$ cat src/rtl/snow64_icache_line_fill_responder.sv
// Instruction-cache line-fill responder: fetches one 256-bit line as four 64-bit memory beats.
// Define SNOW64_ICACHE_FILL_CRITICAL_WORD_FIRST_EN to start at the requested beat and wrap.
module snow64_icache_line_fill_responder #(
  parameter int WIDTH__ADDR = 64,
  parameter int WIDTH__LINE = 256,
  parameter int WIDTH__BEAT = 64
) (
  input  logic                   clk,
  input  logic                   rst_n,
  input  logic                   in_fill_req,
  input  logic [WIDTH__ADDR-1:0] in_fill_addr,
  output logic                   out_fill_valid,
  output logic [WIDTH__LINE-1:0] out_fill_data,
  output logic                   out_busy,
  output logic                   out_mem_req,
  output logic [WIDTH__ADDR-1:0] out_mem_addr,
  input  logic                   in_mem_ack,
  input  logic [WIDTH__BEAT-1:0] in_mem_data
);

  localparam int BEATS      = WIDTH__LINE / WIDTH__BEAT;
  localparam int BEAT_IDX_W = $clog2(BEATS);
  localparam int BEAT_OFF_W = $clog2(WIDTH__BEAT / 8);
  localparam int LINE_OFF_W = BEAT_OFF_W + BEAT_IDX_W;

  typedef enum logic {StIdle, StFetch} state_t;

  state_t                            state_q;
  logic [WIDTH__ADDR-LINE_OFF_W-1:0] base_q;
  logic [BEAT_IDX_W-1:0]             beat_q;
  logic [BEAT_IDX_W-1:0]             remain_q;
  logic                              fill_valid_q;
  logic                              busy_q;
  logic                              mem_req_q;
  logic [WIDTH__ADDR-1:0]            mem_addr_q;
  logic [WIDTH__LINE-1:0]            fill_data_q;
  logic [WIDTH__LINE-1:0]            line_buf_q;

  logic [BEAT_IDX_W-1:0]             start_beat;
  logic [BEAT_IDX_W-1:0]             beat_d;
  logic [WIDTH__LINE-1:0]            line_d;

`ifdef SNOW64_ICACHE_FILL_CRITICAL_WORD_FIRST_EN
  logic unused_addr_bits;
  assign start_beat       = in_fill_addr[LINE_OFF_W-1:BEAT_OFF_W];
  assign unused_addr_bits = ^in_fill_addr[BEAT_OFF_W-1:0];
`else
  logic unused_addr_bits;
  assign start_beat       = '0;
  assign unused_addr_bits = ^in_fill_addr[LINE_OFF_W-1:0];
`endif

  assign beat_d = beat_q + BEAT_IDX_W'(1);

  // Assembly buffer with the current beat merged in; stored in natural beat order.
  always_comb begin
    line_d = line_buf_q;
    line_d[beat_q*WIDTH__BEAT +: WIDTH__BEAT] = in_mem_data;
  end

  // Fully overwritten every fill, so it needs no reset.
  always_ff @(posedge clk) begin
    if (state_q == StFetch && in_mem_ack) begin
      line_buf_q <= line_d;
    end
  end

  always_ff @(posedge clk or negedge rst_n) begin
    if (!rst_n) begin
      state_q      <= StIdle;
      base_q       <= '0;
      beat_q       <= '0;
      remain_q     <= '0;
      fill_valid_q <= 1'b0;
      busy_q       <= 1'b0;
      mem_req_q    <= 1'b0;
      mem_addr_q   <= '0;
      fill_data_q  <= '0;
    end else begin
      fill_valid_q <= 1'b0;
      unique case (state_q)
        StIdle: begin
          if (in_fill_req) begin
            base_q     <= in_fill_addr[WIDTH__ADDR-1:LINE_OFF_W];
            beat_q     <= start_beat;
            remain_q   <= BEAT_IDX_W'(BEATS - 1);
            busy_q     <= 1'b1;
            mem_req_q  <= 1'b1;
            mem_addr_q <= {in_fill_addr[WIDTH__ADDR-1:LINE_OFF_W], start_beat,
                           {BEAT_OFF_W{1'b0}}};
            state_q    <= StFetch;
          end
        end
        StFetch: begin
          if (in_mem_ack) begin
            if (remain_q == '0) begin
              fill_data_q  <= line_d;
              fill_valid_q <= 1'b1;
              busy_q       <= 1'b0;
              mem_req_q    <= 1'b0;
              state_q      <= StIdle;
            end else begin
              beat_q     <= beat_d;
              remain_q   <= remain_q - BEAT_IDX_W'(1);
              mem_addr_q <= {base_q, beat_d, {BEAT_OFF_W{1'b0}}};
            end
          end
        end
        default: state_q <= StIdle;
      endcase
    end
  end

  assign out_fill_valid = fill_valid_q;
  assign out_fill_data  = fill_data_q;
  assign out_busy       = busy_q;
  assign out_mem_req    = mem_req_q;
  assign out_mem_addr   = mem_addr_q;

`ifndef SYNTHESIS
  // Requests arriving mid-fill are dropped; make that visible in simulation.
  always @(posedge clk) begin
    if (rst_n && state_q == StFetch && in_fill_req) begin
      $info("snow64_icache_line_fill_responder: protocol error, fill request 0x%0h ignored while busy",
            in_fill_addr);
    end
  end
`endif

endmodule

$ cat config.mk
export PLATFORM = sky130hd
export DESIGN_NAME = snow64_icache_line_fill_responder
export DESIGN_NICKNAME = d
export VERILOG_FILES = /design/src/rtl/snow64_icache_line_fill_responder.sv
export SDC_FILE = /design/constraint.sdc
export NUM_CORES = 1
export LEC_CHECK = 0
export CAP_MARGIN = 10
export CORE_UTILIZATION = 55
export DETAILED_ROUTE_END_ITERATION = 8
export PLACE_DENSITY = 0.78
export SLEW_MARGIN = 20
export SYNTH_ARGS = -nofsm -noshare
export SYNTH_HDL_FRONTEND = slang
export SYNTH_SLANG_ARGS = --single-unit
$ cat constraint.sdc
create_clock -name clk -period 16 [get_ports clk]
set_clock_uncertainty 0.2 [all_clocks]
set_input_delay 4 -clock clk [delete_from_list [all_inputs] [get_ports clk]]
set_output_delay 4 -clock clk [all_outputs]
set_load 0.02 [all_outputs]
==> results.py <==
metrics = {
    "yosys": {
        "synth_common_cells": "dfrtp_1 (381), nor2_1 (260), edfxtp_1 (256)",
        "synth_ff_type": "dfrtp_1",
        "synth_top_area_share_pct": 35.8,
        "synth.distinct_cells": 34,
        "ys_seq_area_share_pct": 64.6,
        "synth_edf_count": 256,
        "yosys_register_bits": 637,
        "netlist_area_sq_um": 26700,
        "synth.avg_cell_area_sq_um": 11.3,
        "synthArstFlopShare_pct": 59.8,
        "yosys.area.top_type": "dfrtp_1",
        "yosysWarnings": 0,
        "synth_most_common_cell": "dfrtp_1",
        "synth_cells": 2361,
        "synth_area_leaders": "dfrtp_1 (36%), edfxtp_1 (29%), a31oi_1 (4.5%)",
    },
    "timing": {
        "fin_crit_sh_pct": 44.3,
        "slew_headroom_pct": 23.1,
        "period_minus_slack_ns": 7.08,
        "rsz0062_at_grt": "false",
        "maxSlewViolCount": 0,
        "max_freq_mhz": 141,
        "tightest_slew_ns": 1.15,
        "hold_slack_ns": 0.299,
        "hold_viol_final": 0,
        "setup_viol": 0,
        "finalSetupTns_ns": 0,
    },
    "worst_setup_path": {
        "startpoint_type": "primary input",
        "cp_num_buf_inv": 3,
        "crit_path_end_kind": "flop",
        "crit_fanout": 221,
        "crit_chain": "clkdlybuf4s50_1, and3_4, buf_4, buf_12, nor2_1, a31oi_1",
        "path_delay_family": "buffers and inverters",
        "arrival_ns": 7.38,
        "cpMaxStageDelayCell": "buf_4",
        "crit_required_ns": 16.30,
        "path_class": "in2reg",
        "critPathMaxStageDelay_ns": 0.83,
    },
    "finish": {
        "drive_above_1_share_pct": 7.08,
        "fin_nets": 2868,
        "n_fill_cell": 3345,
        "finalInstanceArea_sq_um": 33500,
        "utilization_pct": 70.1,
        "area_growth_pct": 25.6,
    },
    "grt": {
        "antenna_found_initial": 4,
        "grt_pass1_vias": 20000,
        "grt_remaining_overflow": 0,
        "grt_max_degree": 222,
        "grt_pass1_wl_mm": 113,
        "grt_usage_pct": 29.6,
    },
    "detailed_routing": {
        "route.detailed.drc": 0,
        "vias": 19700,
        "drt-met1-wl_mm": 29.2,
        "drtPass1Iterations": 5,
        "wl_per_cell_um": 21.5,
        "drt_iter0_markers": 1759,
        "routed_via_density": 5.81,
        "dr_wl_met2_mm": 34.6,
        "ant_nets": 0,
        "top_layer_used": "met5",
        "wl_mm": 73.1,
        "wl_met3_mm": 6.87,
    },
    "outcome": {
        "run_status": "completed",
    },
    "power_and_ir_drop": {
        "p_per_area_nw_per_um2": 235,
        "total_leakage_power_nw": 14.4,
        "power_mw": 7.85,
        "peakVddDrop_v": 0.000138,
    },
    "placement": {
        "portBuffers": 446,
        "routabilityCongestion": 0.814,
        "dpl_cell_area_sq_um": 31300,
        "hpwl_mm": 44.4,
    },
    "floorplan": {
        "die_w_um": 222,
        "num_rows": 80,
        "io_pins": 455,
        "fp.coreArea_sq_um": 47700,
        "dieArea_sq_um": 49400,
        "dieHeight_um": 222,
        "start_util_pct": 55.8,
    },
    "cts": {
        "ctsResizeCount": 0,
        "clockRootBuffer": "clkbuf_16",
        "clock_sinks": 637,
        "cts_setup_buffers": 0,
        "clockBufferDepth": 3,
        "clk_latency_ns": 0.61,
        "clk_pin_slew_ns": 0.06,
        "h-tree-depth": 3,
        "cts_tree": "built",
        "cts_buffers": 67,
        "cts_hold_buf": 0,
    },
    "job": {
        "cap_violations": 0,
    },
    "hold_path": {
        "hold_class": "reg2reg",
    },
}
==> cell usage in the layout, fill, tap and decap left out, types with 3 or more instances in the layout <==
cell type and instances:
a21oi_1 137, a31oi_1 193, a41oi_1 64, buf_4 20, clkbuf_1 19, clkbuf_16 70
clkbuf_8 9, clkdlybuf4s50_1 445, clkinv_1 4, clkinv_2 11, conb_1 3, dfrtp_1 380
edfxtp_1 256, ha_2 3, inv_1 143, inv_6 4, mux2_2 42, mux2_4 17
mux2i_1 59, nand2_1 240, nand2b_1 120, nand3_1 61, nor2_1 260, nor2b_1 136
o21ai_0 53, o21ai_1 9
==> sequential cells by signal, summed over array words and instances, names as in the netlist <==
name / flops
line_buf_q: 256
out_fill_data: 256
out_mem_addr: 60
base_q: 59
remain_q: 2
beat_q: 1
out_fill_valid: 1
out_mem_req: 1
state_q: 1
==> per-layer routing <==
metal / up-vias / track usage (%)
met5: - / 0
met4: 4 / 10.8
met3: 142 / 9.22
met2: 811 / 47.0
met1: 9921 / 38.3
li1: 8870 / -
==> worst paths after layout <==
| kind | start | slack, ns | depth (start not counted) | end |
|---|---|---|---|---|
| worst max-delay path | in_mem_ack | 8.92 | 6 | out_fill_data[106] |
| worst min-delay path | out_mem_addr[15] | 0.30 | 2 | out_mem_addr[15] |
| worst max register to register | remain_q[0] | 12.17 | 7 | out_fill_data[106] |
| worst min register to register | out_mem_addr[15] | 0.30 | 2 | out_mem_addr[15] |
| max in group asynchronous | rst_n | 9.92 | 3 | state_q |
| min in group asynchronous | rst_n | 3.24 | 1 | out_fill_data[60] |
==> layout make-up <==
cell class	count	area [sq um]	share of cell area [%]
Inverter	144	541	1.61
Clock buffer	98	1950	5.82
Sequential cell	637	17200	51.5
Timing Repair Buffer	469	4670	14.0
Tap cell	615	769	2.30
Multi-Input combinational cell	1411	8110	24.2
Clock inverter	25	213	0.635
Antenna cell	2	5.00	0.0149
==> per-stage QoR <==
stage | cells | setup WS [ns]
after floorplan | 2363 | 5.40
after global placement | 3276 | 8.47
after detailed placement | 3276 | 8.42
after CTS | 3399 | 9.05
after global routing | 3401 | 8.71
final | 3401 | 8.92
==> power breakdown <==
group          internal, mW  leakage (nW)  total (mW)  switching (mW)
logic                  1.39          6.34        3.41            2.02
registers              2.57          7.00        2.91           0.347
clock network         0.883          1.06        1.52           0.642
==> worst register-to-register path: stages, from the launching register on <==
cell	delay, ns
dfrtp_1	0.36
inv_1	0.10
ha_1	0.20
and3_4	0.75
buf_4	0.83
buf_12	0.78
nor2_1	0.32
a31oi_1	0.19
==> cells by family after synthesis <==
group	Yosys count	share of synthesized area [%]
AND/OR/NAND/NOR	828	14.5
flip-flops	637	64.6
AO/OA/AOI/OAI	456	10.4
buffers and inverters	315	5.24
multiplexers	118	4.95
adder cells (fa/ha/maj)	6	0.282
other	1	0.0141
(Power assumes the default switching activity.)
